===== src/rtl/count_seq_pkg.sv =====
// count_seq_pkg: shared types and constants for the count sequencer.
// Holds the FSM state encoding and the counter-direction codes.
package count_seq_pkg;

    typedef enum logic [1:0] {
        IDLE = 2'd0,
        RUN  = 2'd1,
        DONE = 2'd2
    } seq_state_e;

    localparam logic DIR_UP   = 1'b0;
    localparam logic DIR_DOWN = 1'b1;

endpackage


===== src/rtl/seq_pos_mirror.sv =====
// seq_pos_mirror: shadows the managed up/down counter pair and
// flags wrap-around one cycle after the wrapping step.
module seq_pos_mirror
    import count_seq_pkg::*;
#(
    parameter int CNT_W = 4
) (
    input  logic             i_clk,
    input  logic             i_rst,
    input  logic             i_en,
    input  logic             i_sel,
    output logic [CNT_W-1:0] o_up_pos,
    output logic [CNT_W-1:0] o_dn_pos,
    output logic             o_wrap
);

    localparam logic [CNT_W-1:0] MAX  = {CNT_W{1'b1}};
    localparam logic [CNT_W-1:0] ZERO = {CNT_W{1'b0}};
    localparam logic [CNT_W-1:0] ONE  = {{(CNT_W-1){1'b0}}, 1'b1};

    logic [CNT_W-1:0] r_up;
    logic [CNT_W-1:0] r_dn;
    logic             r_wrap;

    logic w_up_step;
    logic w_dn_step;
    logic w_wrap;

    assign w_up_step = i_en && (i_sel == DIR_UP);
    assign w_dn_step = i_en && (i_sel == DIR_DOWN);

    // Wrap is judged on the pre-step value so the pulse lines up with the new position.
    assign w_wrap = (w_up_step && (r_up == MAX)) ||
                    (w_dn_step && (r_dn == ZERO));

    always_ff @(posedge i_clk) begin
        if (i_rst) begin
            r_up   <= ZERO;
            r_dn   <= MAX;
            r_wrap <= 1'b0;
        end else begin
            if (w_up_step) begin
                r_up <= r_up + ONE;
            end
            if (w_dn_step) begin
                r_dn <= r_dn - ONE;
            end
            r_wrap <= w_wrap;
        end
    end

    assign o_up_pos = r_up;
    assign o_dn_pos = r_dn;
    assign o_wrap   = r_wrap;

endmodule


===== src/rtl/count_sequencer.sv =====
// count_sequencer: issues a burst of count enables to an up/down counter pair.
// Define SEQ_ABORT_EN to add the abort input and aborted status output.
module count_sequencer
    import count_seq_pkg::*;
#(
    parameter int CNT_W = 4
) (
    input  logic             clk,
    input  logic             rst,
`ifdef SEQ_ABORT_EN
    input  logic             abort,
    output logic             aborted,
`endif
    input  logic             cmd_valid,
    output logic             cmd_ready,
    input  logic             cmd_dir,
    input  logic [CNT_W-1:0] cmd_steps,
    output logic             cnt_en,
    output logic             cnt_sel,
    output logic             busy,
    output logic             done,
    output logic [CNT_W-1:0] up_pos,
    output logic [CNT_W-1:0] dn_pos,
    output logic             wrap
);

    localparam logic [CNT_W-1:0] ZERO = {CNT_W{1'b0}};
    localparam logic [CNT_W-1:0] ONE  = {{(CNT_W-1){1'b0}}, 1'b1};

    seq_state_e       r_state;
    seq_state_e       w_next;
    logic             r_dir;
    logic [CNT_W-1:0] r_rem;

    logic w_accept;
    logic w_last;

    assign w_accept = cmd_valid && (r_state == IDLE);
    assign w_last   = (r_rem == ONE);

    always_ff @(posedge clk) begin
        if (rst) begin
            r_state <= IDLE;
        end else begin
            r_state <= w_next;
        end
    end

    always_comb begin
        w_next = r_state;
        unique case (r_state)
            IDLE: begin
                if (w_accept) begin
                    w_next = (cmd_steps == ZERO) ? DONE : RUN;
                end
            end
            RUN: begin
`ifdef SEQ_ABORT_EN
                if (w_last || abort) begin
                    w_next = DONE;
                end
`else
                if (w_last) begin
                    w_next = DONE;
                end
`endif
            end
            DONE: begin
                w_next = IDLE;
            end
            default: begin
                w_next = IDLE;
            end
        endcase
    end

    always_comb begin
        cmd_ready = 1'b0;
        cnt_en    = 1'b0;
        busy      = 1'b0;
        done      = 1'b0;
        unique case (r_state)
            IDLE: begin
                cmd_ready = 1'b1;
            end
            RUN: begin
                cnt_en = 1'b1;
                busy   = 1'b1;
            end
            DONE: begin
                busy = 1'b1;
                done = 1'b1;
            end
            default: begin
            end
        endcase
    end

    // Direction and step count are frozen at acceptance; later cmd_* changes are ignored.
    always_ff @(posedge clk) begin
        if (rst) begin
            r_dir <= DIR_UP;
            r_rem <= ZERO;
        end else if (w_accept) begin
            r_dir <= cmd_dir;
            r_rem <= cmd_steps;
        end else if (r_state == RUN) begin
            r_rem <= r_rem - ONE;
        end
    end

`ifdef SEQ_ABORT_EN
    logic r_aborted;

    always_ff @(posedge clk) begin
        if (rst) begin
            r_aborted <= 1'b0;
        end else if (w_accept) begin
            r_aborted <= 1'b0;
        end else if ((r_state == RUN) && abort) begin
            r_aborted <= (r_rem > ONE);
        end
    end

    assign aborted = r_aborted;
`endif

    assign cnt_sel = r_dir;

    seq_pos_mirror #(
        .CNT_W (CNT_W)
    ) u_mirror (
        .i_clk    (clk),
        .i_rst    (rst),
        .i_en     (cnt_en),
        .i_sel    (cnt_sel),
        .o_up_pos (up_pos),
        .o_dn_pos (dn_pos),
        .o_wrap   (wrap)
    );

endmodule

===== config.mk =====
export PLATFORM = sky130hd
export DESIGN_NAME = count_sequencer
export DESIGN_NICKNAME = d
export VERILOG_FILES = /design/src/rtl/count_seq_pkg.sv /design/src/rtl/seq_pos_mirror.sv /design/src/rtl/count_sequencer.sv
export SDC_FILE = /design/constraint.sdc
export NUM_CORES = 1
export LEC_CHECK = 0
export CORE_ASPECT_RATIO = 1.1
export CORE_MARGIN = 2
export CORE_UTILIZATION = 47
export CTS_CLUSTER_SIZE = 25
export DETAILED_ROUTE_END_ITERATION = 7
export PLACE_DENSITY = 0.77
export SLEW_MARGIN = 20
export SYNTH_ARGS = -nofsm -noshare
export SYNTH_HDL_FRONTEND = slang
export SYNTH_SLANG_ARGS = --single-unit

===== constraint.sdc =====
create_clock -name clk -period 2.3 [get_ports clk]
set_clock_uncertainty 0.2 [all_clocks]
set_input_delay 0.345 -clock clk [delete_from_list [all_inputs] [get_ports clk]]
set_output_delay 0.345 -clock clk [all_outputs]
set_load 0.02 [all_outputs]

==> flow_metrics.tcl, run 1 <==
set metrics [dict create \
    synthAdderAreaFrac_pct 13.1 \
    die-area_um2 2190 \
    seq_area_frac_synth_pct 37.2 \
    post-route-period-util_pct 97.6 \
    worstSetupPathDepth 3 \
    swShare_pct 33.4 \
    path_buf_inv 2 \
    core_area_um2 1760 \
    crit_arrival_ns 1.70 \
    ir_drop_v 0.000409 \
    reg2regPathDepth 5 \
    seqPwrFrac_pct 41.7 \
    power.density_nw_per_um2 707 \
    routedWlPerCell_um 14.7 \
    die_x_um 44.8 \
    crit_slowest_cell "clkdlybuf4s50_1" \
    syn_area_um2 862 \
    syn_avg_cell_area_um2 9.69 \
    synth_common_cells "dfxtp_1 (16), ha_1 (9), nor2_1 (8), inv_1 (6)" \
    hold_viol 0 \
    gp_congestion 0.768 \
    nNetsFinal 132 \
    grt_antenna_before_repair 0 \
    worst_slack_ns 0.0543 \
    clkPwrFrac_pct 23.5 \
    async_flop_share_pct 0 \
    critical_path_class "flip-flop to primary output" \
    post_cts_buffers 0 \
    grt_max_degree 13 \
    final_cells 132 \
    ctsHoldBuffers 0 \
    syn_inst 89 \
    yosys.cell_count.top_type "dfxtp_1" \
    grt_pass1_wl_mm 2.99 \
    dpl.hpwl_mm 1.43 \
    layout_min_cycle_time_ns 2.25 \
    hold_depth 1 \
    cts_resized 0 \
    status "completed" \
    synth_top_family_by_area "simple AND/OR/NAND/NOR gates" \
    start_util_pct 48.9 \
    hold_class "flip-flop to flip-flop" \
    critical-path-max-stage-delay_ns 0.59 \
    drtIter0Drc 11 \
    crit_fanout 5 \
    cp-start-kind "flip-flop" \
    drive_gt1_share_pct 13.2 \
    setup_tns_ns 0 \
    p_int_w 0.000536 \
    diodes 0 \
    cts_tree "yes" \
    synth.mux.area_fraction_pct 2.47 \
    crit_required_ns 1.75 \
    die_y_um 48.9 \
    clock_path_buffers 2 \
    root_buffer "clkbuf_4" \
    synthTopCellsByArea "dfxtp_1 (37%), ha_1 (13%), xnor2_1 (4.1%)" \
    grt_setup_unrepaired "no" \
    slew-limit-headroom_pct 70.6 \
    yosysTopAreaCellShare_pct 37.2 \
    clk_pin_slew_ns 0.10 \
    synth_compound_area_share_pct 12.5 \
    path_cells "inv_1 > ha_2 > clkdlybuf4s50_1" \
    syn_to_final_growth_pct 32.1 \
    overflow 0 \
    drc 0 \
    synth_edf_count 0 \
    rows 16 \
    power_leakage_nw 0.452 \
    synthSimpleGateAreaFrac_pct 23.7 \
    synth_nets 106 \
    via_count 759 \
    placed_cells 128 \
    fmax_ghz 0.445 \
    worstMarginPinSlew_ns 0.440 \
    max_cap_viol_count 0 \
    synth_ff_type "dfxtp_1" \
    setup_viol 0 \
    critPathCaptureType "primary output" \
    routed_wl_mm 1.94 \
    ys_ff_latch 16 \
    grt_usage_pct 18.1 \
    yosysTopAreaCell "dfxtp_1" \
    critical_path.top_delay_family "buffers and inverters" \
    cts_buffers 3 \
    yosysWarningCount 0 \
    synth_xor_area_share_pct 7.11 \
    io_pins 22 \
    vias_per_cell 5.75 \
    ys_types 36 \
    drt_pass1_iterations 4 \
    power_w 0.000805 \
    io_buffers 21 \
    place_ws_ns 0.287 \
    grt_pass1_vias 686 \
    drv_slew 0 \
    clock_latency_ns 0.29 \
    comb_power_share_pct 34.8 \
    htree_levels 1 \
    p_switching_w 0.000269 \
    cts_sinks 16 \
    ant_nets 0 \
]
==> worst reg2reg max path, delay by kind of cell, from the launching register on <==
kind            cells  cell delay [ns]
simple gates        2             0.71
fa+ha+maj           1             0.36
flops               1             0.33
buf+inv             1             0.17
compound gates      1             0.12
==> power groups by stage <==
stage / combinational (W) / sequential (W) / clock, W
after global placement: 0.000266 / 0.000339 / 0
after floorplan: 0.000173 / 0.000344 / 0
after global routing: 0.000300 / 0.000339 / 0.000206
final: 0.000280 / 0.000335 / 0.000189
after detailed placement: 0.000274 / 0.000342 / 0
after CTS: 0.000276 / 0.000335 / 0.000192
==> cell families (layout without fill, tap and decap cells) <==
logic type | count (synthesis) | after routing
flops | 16 | 16
fa+ha+maj | 9 | 9
compound gates | 14 | 14
mux | 2 | 2
simple gates | 33 | 33
xor+xnor | 7 | 7
buf+inv | 8 | 33
==> registers in the layout, indices dropped and copies added, names as in the netlist <==
signal,cells
cnt_sel,1
u_mirror.o_dn_pos,4
r_rem,4
r_state,2
u_mirror.o_wrap,1
u_mirror.o_up_pos,4
==> through the flow <==
step	util [%]	hold slack [ns]	area (um2)
6_report	64.6	0.334	1140
2_1_floorplan	-	0.293	862
4_1_cts	64.3	0.333	1130
3_5_place_dp	62.3	0.304	1100
5_1_grt	64.6	0.353	1140
3_3_place_gp	62.3	0.305	1100
==> worst paths after layout <==
check / startpoint / end / slack [ns]
setup reg to reg: r_state[1] / u_mirror.o_wrap / 0.35
hold reg to reg: u_mirror.o_dn_pos[1] / u_mirror.o_dn_pos[1] / 0.33
setup / recovery: r_state[1] / busy / 0.05
hold / removal: u_mirror.o_dn_pos[1] / u_mirror.o_dn_pos[1] / 0.33
==> routing by layer <==
metal	part of all wire (%)	wire, um	vias up	track usage, %
li1	-	-	362	-
met1	42	821	350	22.5
met2	49	944	37	30.0
met3	6.8	133	10	3.33
met4	2.3	44	0	7.35
met5	0	0	-	0
==> layout make-up <==
| cell class | count | area (um2) |
|---|---|---|
| tap | 18 | 22.5 |
| sequential | 16 | 320 |
| fill | 149 | 623 |
| inverter | 6 | 22.5 |
| clock buffer | 4 | 36.3 |
| timing repair buffer | 23 | 228 |
| multi-input combinational | 65 | 509 |
==> placed cells by master, fill, tap and decap left out, drive strengths merged, types with 2 or more instances in the layout <==
master,instances
clkbuf,4
a21oi,4
nor2,8
nand4,2
nand2,5
clkdlybuf4s50,20
buf,2
nand2b,3
ha,9
a211oi,3
or3b,2
nor2b,3
nand3,3
dfxtp,16
xnor2,4
inv,6
xor2,3
Note: power is estimated with default switching activity, not from simulation.
==> inputs of run 2 (changes only) <==
- CTS_CLUSTER_DIAMETER: default -> 120
==> results of run 2 <==
Final layout, timing and power as in run 1 (identical DEF).
